<file path="src/rtl/imm_gen_pipe.sv">
// rtl/imm_gen_pipe.sv - RV32I immediate generator behind a valid/ready output stage.
// Define IMM_GEN_SKID_EN for a 2-entry skid buffer with a registered in_ready.
module imm_gen_pipe #(
  parameter int XLEN = 32
) (
  input  logic            clk,
  input  logic            rst,
  input  logic            in_valid,
  output logic            in_ready,
  input  logic [31:0]     inst,
  output logic            out_valid,
  input  logic            out_ready,
  output logic [XLEN-1:0] imm,
  output logic [2:0]      fmt,
  output logic            illegal
);

  localparam logic [2:0] FMT_R   = 3'd0;
  localparam logic [2:0] FMT_I   = 3'd1;
  localparam logic [2:0] FMT_S   = 3'd2;
  localparam logic [2:0] FMT_B   = 3'd3;
  localparam logic [2:0] FMT_U   = 3'd4;
  localparam logic [2:0] FMT_J   = 3'd5;
  localparam logic [2:0] FMT_ILL = 3'd7;

  logic [2:0]      dec_fmt;
  logic [XLEN-1:0] dec_imm;
  logic            dec_ill;

  always_comb begin
    dec_fmt = FMT_ILL;
    unique case (inst[6:0])
      7'b0000011, 7'b0010011, 7'b1100111,
      7'b0001111, 7'b1110011: dec_fmt = FMT_I;
      7'b0100011:             dec_fmt = FMT_S;
      7'b1100011:             dec_fmt = FMT_B;
      7'b0110111, 7'b0010111: dec_fmt = FMT_U;
      7'b1101111:             dec_fmt = FMT_J;
      7'b0110011:             dec_fmt = FMT_R;
      default:                dec_fmt = FMT_ILL;
    endcase
  end

  // Every replication count stays >= 1 for XLEN of 32 or 64.
  always_comb begin
    dec_imm = '0;
    dec_ill = 1'b0;
    case (dec_fmt)
      FMT_I:   dec_imm = {{(XLEN-12){inst[31]}}, inst[31:20]};
      FMT_S:   dec_imm = {{(XLEN-12){inst[31]}}, inst[31:25], inst[11:7]};
      FMT_B:   dec_imm = {{(XLEN-13){inst[31]}}, inst[31], inst[7],
                          inst[30:25], inst[11:8], 1'b0};
      FMT_U:   dec_imm = {{(XLEN-31){inst[31]}}, inst[30:12], 12'b0};
      FMT_J:   dec_imm = {{(XLEN-21){inst[31]}}, inst[31], inst[19:12],
                          inst[20], inst[30:21], 1'b0};
      FMT_ILL: dec_ill = 1'b1;
      default: dec_imm = '0;
    endcase
  end

  logic            out_valid_q;
  logic [XLEN-1:0] imm_q;
  logic [2:0]      fmt_q;
  logic            ill_q;
  logic            in_fire;
  logic            out_free;

  assign in_fire  = in_valid && in_ready;
  assign out_free = !out_valid_q || out_ready;

  // Gated so a consumer never sees a transfer in the reset cycle.
  assign out_valid = out_valid_q && !rst;
  assign imm       = imm_q;
  assign fmt       = fmt_q;
  assign illegal   = ill_q;

`ifdef IMM_GEN_SKID_EN

  logic            skid_valid_q;
  logic [XLEN-1:0] skid_imm_q;
  logic [2:0]      skid_fmt_q;
  logic            skid_ill_q;

  // Depends only on state and rst, never on out_ready.
  assign in_ready = rst || !skid_valid_q;

  always_ff @(posedge clk) begin
    if (rst) begin
      out_valid_q  <= 1'b0;
      imm_q        <= '0;
      fmt_q        <= FMT_R;
      ill_q        <= 1'b0;
      skid_valid_q <= 1'b0;
      skid_imm_q   <= '0;
      skid_fmt_q   <= FMT_R;
      skid_ill_q   <= 1'b0;
    end else if (out_free) begin
      if (skid_valid_q) begin
        out_valid_q  <= 1'b1;
        imm_q        <= skid_imm_q;
        fmt_q        <= skid_fmt_q;
        ill_q        <= skid_ill_q;
        skid_valid_q <= 1'b0;
      end else if (in_fire) begin
        out_valid_q <= 1'b1;
        imm_q       <= dec_imm;
        fmt_q       <= dec_fmt;
        ill_q       <= dec_ill;
      end else begin
        out_valid_q <= 1'b0;
      end
    end else if (in_fire) begin
      skid_valid_q <= 1'b1;
      skid_imm_q   <= dec_imm;
      skid_fmt_q   <= dec_fmt;
      skid_ill_q   <= dec_ill;
    end
  end

`else

  assign in_ready = out_free;

  always_ff @(posedge clk) begin
    if (rst) begin
      out_valid_q <= 1'b0;
      imm_q       <= '0;
      fmt_q       <= FMT_R;
      ill_q       <= 1'b0;
    end else if (in_fire) begin
      out_valid_q <= 1'b1;
      imm_q       <= dec_imm;
      fmt_q       <= dec_fmt;
      ill_q       <= dec_ill;
    end else if (out_ready) begin
      out_valid_q <= 1'b0;
    end
  end

`endif

endmodule

</file>
<file path="config.mk">
export PLATFORM = sky130hd
export DESIGN_NAME = imm_gen_pipe
export DESIGN_NICKNAME = d
export VERILOG_FILES = /design/src/rtl/imm_gen_pipe.sv
export SDC_FILE = /design/constraint.sdc
export NUM_CORES = 1
export LEC_CHECK = 0
export CAP_MARGIN = 10
export CORE_ASPECT_RATIO = 0.7
export CORE_UTILIZATION = 39
export CTS_BUF_LIST = sky130_fd_sc_hd__clkbuf_8 sky130_fd_sc_hd__clkbuf_16
export DETAILED_ROUTE_END_ITERATION = 10
export PLACE_DENSITY = 0.77
export SKIP_CTS_REPAIR_TIMING = 1
export SLEW_MARGIN = 20
export SYNTH_ARGS = -nofsm -noshare
export SYNTH_HDL_FRONTEND = slang
export SYNTH_SLANG_ARGS = --single-unit
</file>
<file path="constraint.sdc">
create_clock -name clk -period 1.5 [get_ports clk]
set_input_delay 0.15 -clock clk [delete_from_list [all_inputs] [get_ports clk]]
set_output_delay 0.15 -clock clk [all_outputs]
set_load 0.01 [all_outputs]
</file>
==> impl_metrics.env <==
export IMPL_mostFrequentLayoutCells="clkdlybuf4s50_1, buf_4, dfxtp_1"
export IMPL_place_congestion=0.991
export IMPL_reg2reg_depth=6
export IMPL_peakVddDrop_uv=656
export IMPL_num_rows=20
export IMPL_rrSetupSlack_ns=0.17
export IMPL_hold_viol_final=0
export IMPL_core_mm2=0.00440
export IMPL_clock_sinks=37
export IMPL_clk_pin_slew_ns=0.08
export IMPL_die_h_um=59.0
export IMPL_wl_um=6340
export IMPL_grt_pass1_vias=1950
export IMPL_antenna_cells=0
export IMPL_powerDensity_mw_per_mm2=768
export IMPL_dieArea_mm2=0.00493
export IMPL_period_share_pct=96.9
export IMPL_ys_ff_latch=37
export IMPL_antenna_found_initial=0
export IMPL_grt_max_degree=24
export IMPL_clock_skew_ns=0.00345
export IMPL_fin_tns_setup_ns=0
export IMPL_hold_depth=2
export IMPL_netlist_area_mm2=0.00181
export IMPL_fmax_mhz=688
export IMPL_slew_viol_final=0
export IMPL_arrival_ns=1.30
export IMPL_setup_viol=0
export IMPL_io_pins=74
export IMPL_syn_area_per_cell_um2=8.28
export IMPL_cpLargestDelayFamily="buffers and inverters"
export IMPL_detail_route_wl_per_cell_um=16.5
export IMPL_max_stage_delay_ns=0.59
export IMPL_via_per_inst=5.78
export IMPL_h_tree_depth=2
export IMPL_worstSetupPathType="reg2out"
export IMPL_hpwl_um=4520
export IMPL_fin_crit_ns=1.45
export IMPL_dr_pass1_iters=5
export IMPL_yosysSeqAreaShare_pct=40.9
export IMPL_hold_path_class="reg2reg"
export IMPL_die_x_um=83.5
export IMPL_layout_drive_gt1_share_pct=22.7
export IMPL_syn_nets=255
export IMPL_cts_buffers=5
export IMPL_vias=2227
export IMPL_p_leak_nw=1.24
export IMPL_synth_cell_types=41
export IMPL_r2r_end="imm[16]"
export IMPL_slowest_stage="clkdlybuf4s50_1"
export IMPL_overflow=0
export IMPL_path_buf_inv=1
export IMPL_max_slew_margin_pct=69.9
export IMPL_area_growth_pct=71.2
export IMPL_layout_setup_ws_ns=0.0470
export IMPL_r2r_start="out_valid_q"
export IMPL_cts_path_max_buffers=2
export IMPL_grt_usage_pct=25.0
export IMPL_cp_max_fo=3
export IMPL_outcome="completed"
export IMPL_tightest_slew_ns=0.439
export IMPL_maxCapViolations=0
export IMPL_pre_cts_ws_ns=-0.547
export IMPL_finalNetCount=365
export IMPL_final_antenna_net_count=0
export IMPL_p_total_w=0.00238
export IMPL_drtIter0Drc=164
export IMPL_final_util_pct=70.5
export IMPL_fillers=340
export IMPL_grt_pass1_wl_um=9640
export IMPL_clock_root_buffer="clkbuf_8"
export IMPL_start_kind="flop"
export IMPL_yosys_warnings=0
export IMPL_io_buffers=73
export IMPL_holdPathEnd="imm[23]"
export IMPL_syn_inst=219
export IMPL_cts_tree="done"
export IMPL_crit_chain="clkdlybuf4s50_1"
export IMPL_start_util_pct=41.2
export IMPL_cp_required_ns=1.35
export IMPL_hold_start="imm[23]"
export IMPL_cp_end_kind="primary output"
export IMPL_insertion_delay_ns=0.29
export IMPL_drc_errors=0
export IMPL_layout_commonest_cell="clkdlybuf4s50_1"
[cells by family after synthesis]
group	count (synthesis)	synth area share [%]
AO/OA/AOI/OAI	79	29.7
adder cells (fa/ha/maj)	1	0.552
XOR/XNOR	1	0.483
flip-flops	37	40.9
buffers and inverters	22	6.56
AND/OR/NAND/NOR	77	20.7
multiplexers	2	1.10
[power breakdown]
| group | total (W) | internal [W] | leakage [nW] | switching [W] |
|---|---|---|---|---|
| clock | 0.000912 | 0.000541 | 0.0574 | 0.000371 |
| combinational | 0.000459 | 0.000243 | 0.883 | 0.000216 |
| sequential | 0.00101 | 0.00100 | 0.300 | 0.0000120 |
| total | 0.00238 | 0.00178 | 1.24 | 0.000599 |
[per-layer routing]
layer	GRT usage, %	routed length [µm]
met3	7.94	690
met2	35.4	2670
met4	5.81	86
met1	37.0	2890
met5	0	0
[synth_stat cells, drive strengths merged]
cell type,count,area share [%]
nand2,18,3.7
a31oi,3,1.0
maj3,1,0.55
a21oi,27,7.5
nor2b,4,1.4
xnor2,1,0.48
and2,2,0.69
nand4,2,0.69
nor3b,2,0.83
nor3,16,4.4
o211ai,2,0.83
a221oi,13,6.3
and3b,2,0.97
and2b,1,0.41
o211a,1,0.55
and3,2,0.69
clkbuf,7,1.7
inv,6,1.2
mux2i,2,1.1
nor2,18,3.7
dfxtp,37,41
nand2b,3,1.0
or4,1,0.41
o22ai,2,0.69
o41ai,2,2.0
a2111oi,2,0.97
nor4,1,0.35
a22oi,1,0.41
buf,9,3.7
a211oi,2,0.83
a32oi,6,2.9
nand3,5,1.4
o21ai,18,5.8
[worst max-delay path by stage]
stage,from,end,slack [ns],cells past startpoint
2_1_floorplan,inst[4],imm[22],0.06,7
3_3_place_gp,inst[5],imm[2],-0.52,8
3_5_place_dp,inst[6],imm[16],-0.55,7
4_1_cts,inst[6],imm[17],-0.25,7
5_1_grt,inst[3],imm[19],-0.03,8
6_report,imm[17],imm[17],0.05,1
[sequential cells by signal, summed over array words and instances (netlist names)]
signal and flops:
illegal 1, fmt 3, out_valid_q 1, imm 32
[per-stage QoR]
stage	hold slack, ns	instances	area (µm²)
2_1_floorplan	0.279	219	1810
3_3_place_gp	0.437	375	2860
3_5_place_dp	0.442	375	2860
4_1_cts	0.453	383	2980
5_1_grt	0.468	385	3100
6_report	0.449	385	3100
[cell type report]
class                   instances  area, µm²  share of cell area [%]
multi-input cells             160       1030                    33.2
well taps                      55       68.8                    2.22
clock inverters                 2       37.5                    1.21
clock buffers                   6       82.6                    2.66
inverters                       6       22.5                   0.726
flip-flops and latches         37        742                    23.9
repair buffers                119       1120                    36.0
No activity file was read; power rests on OpenSTA's default activity.
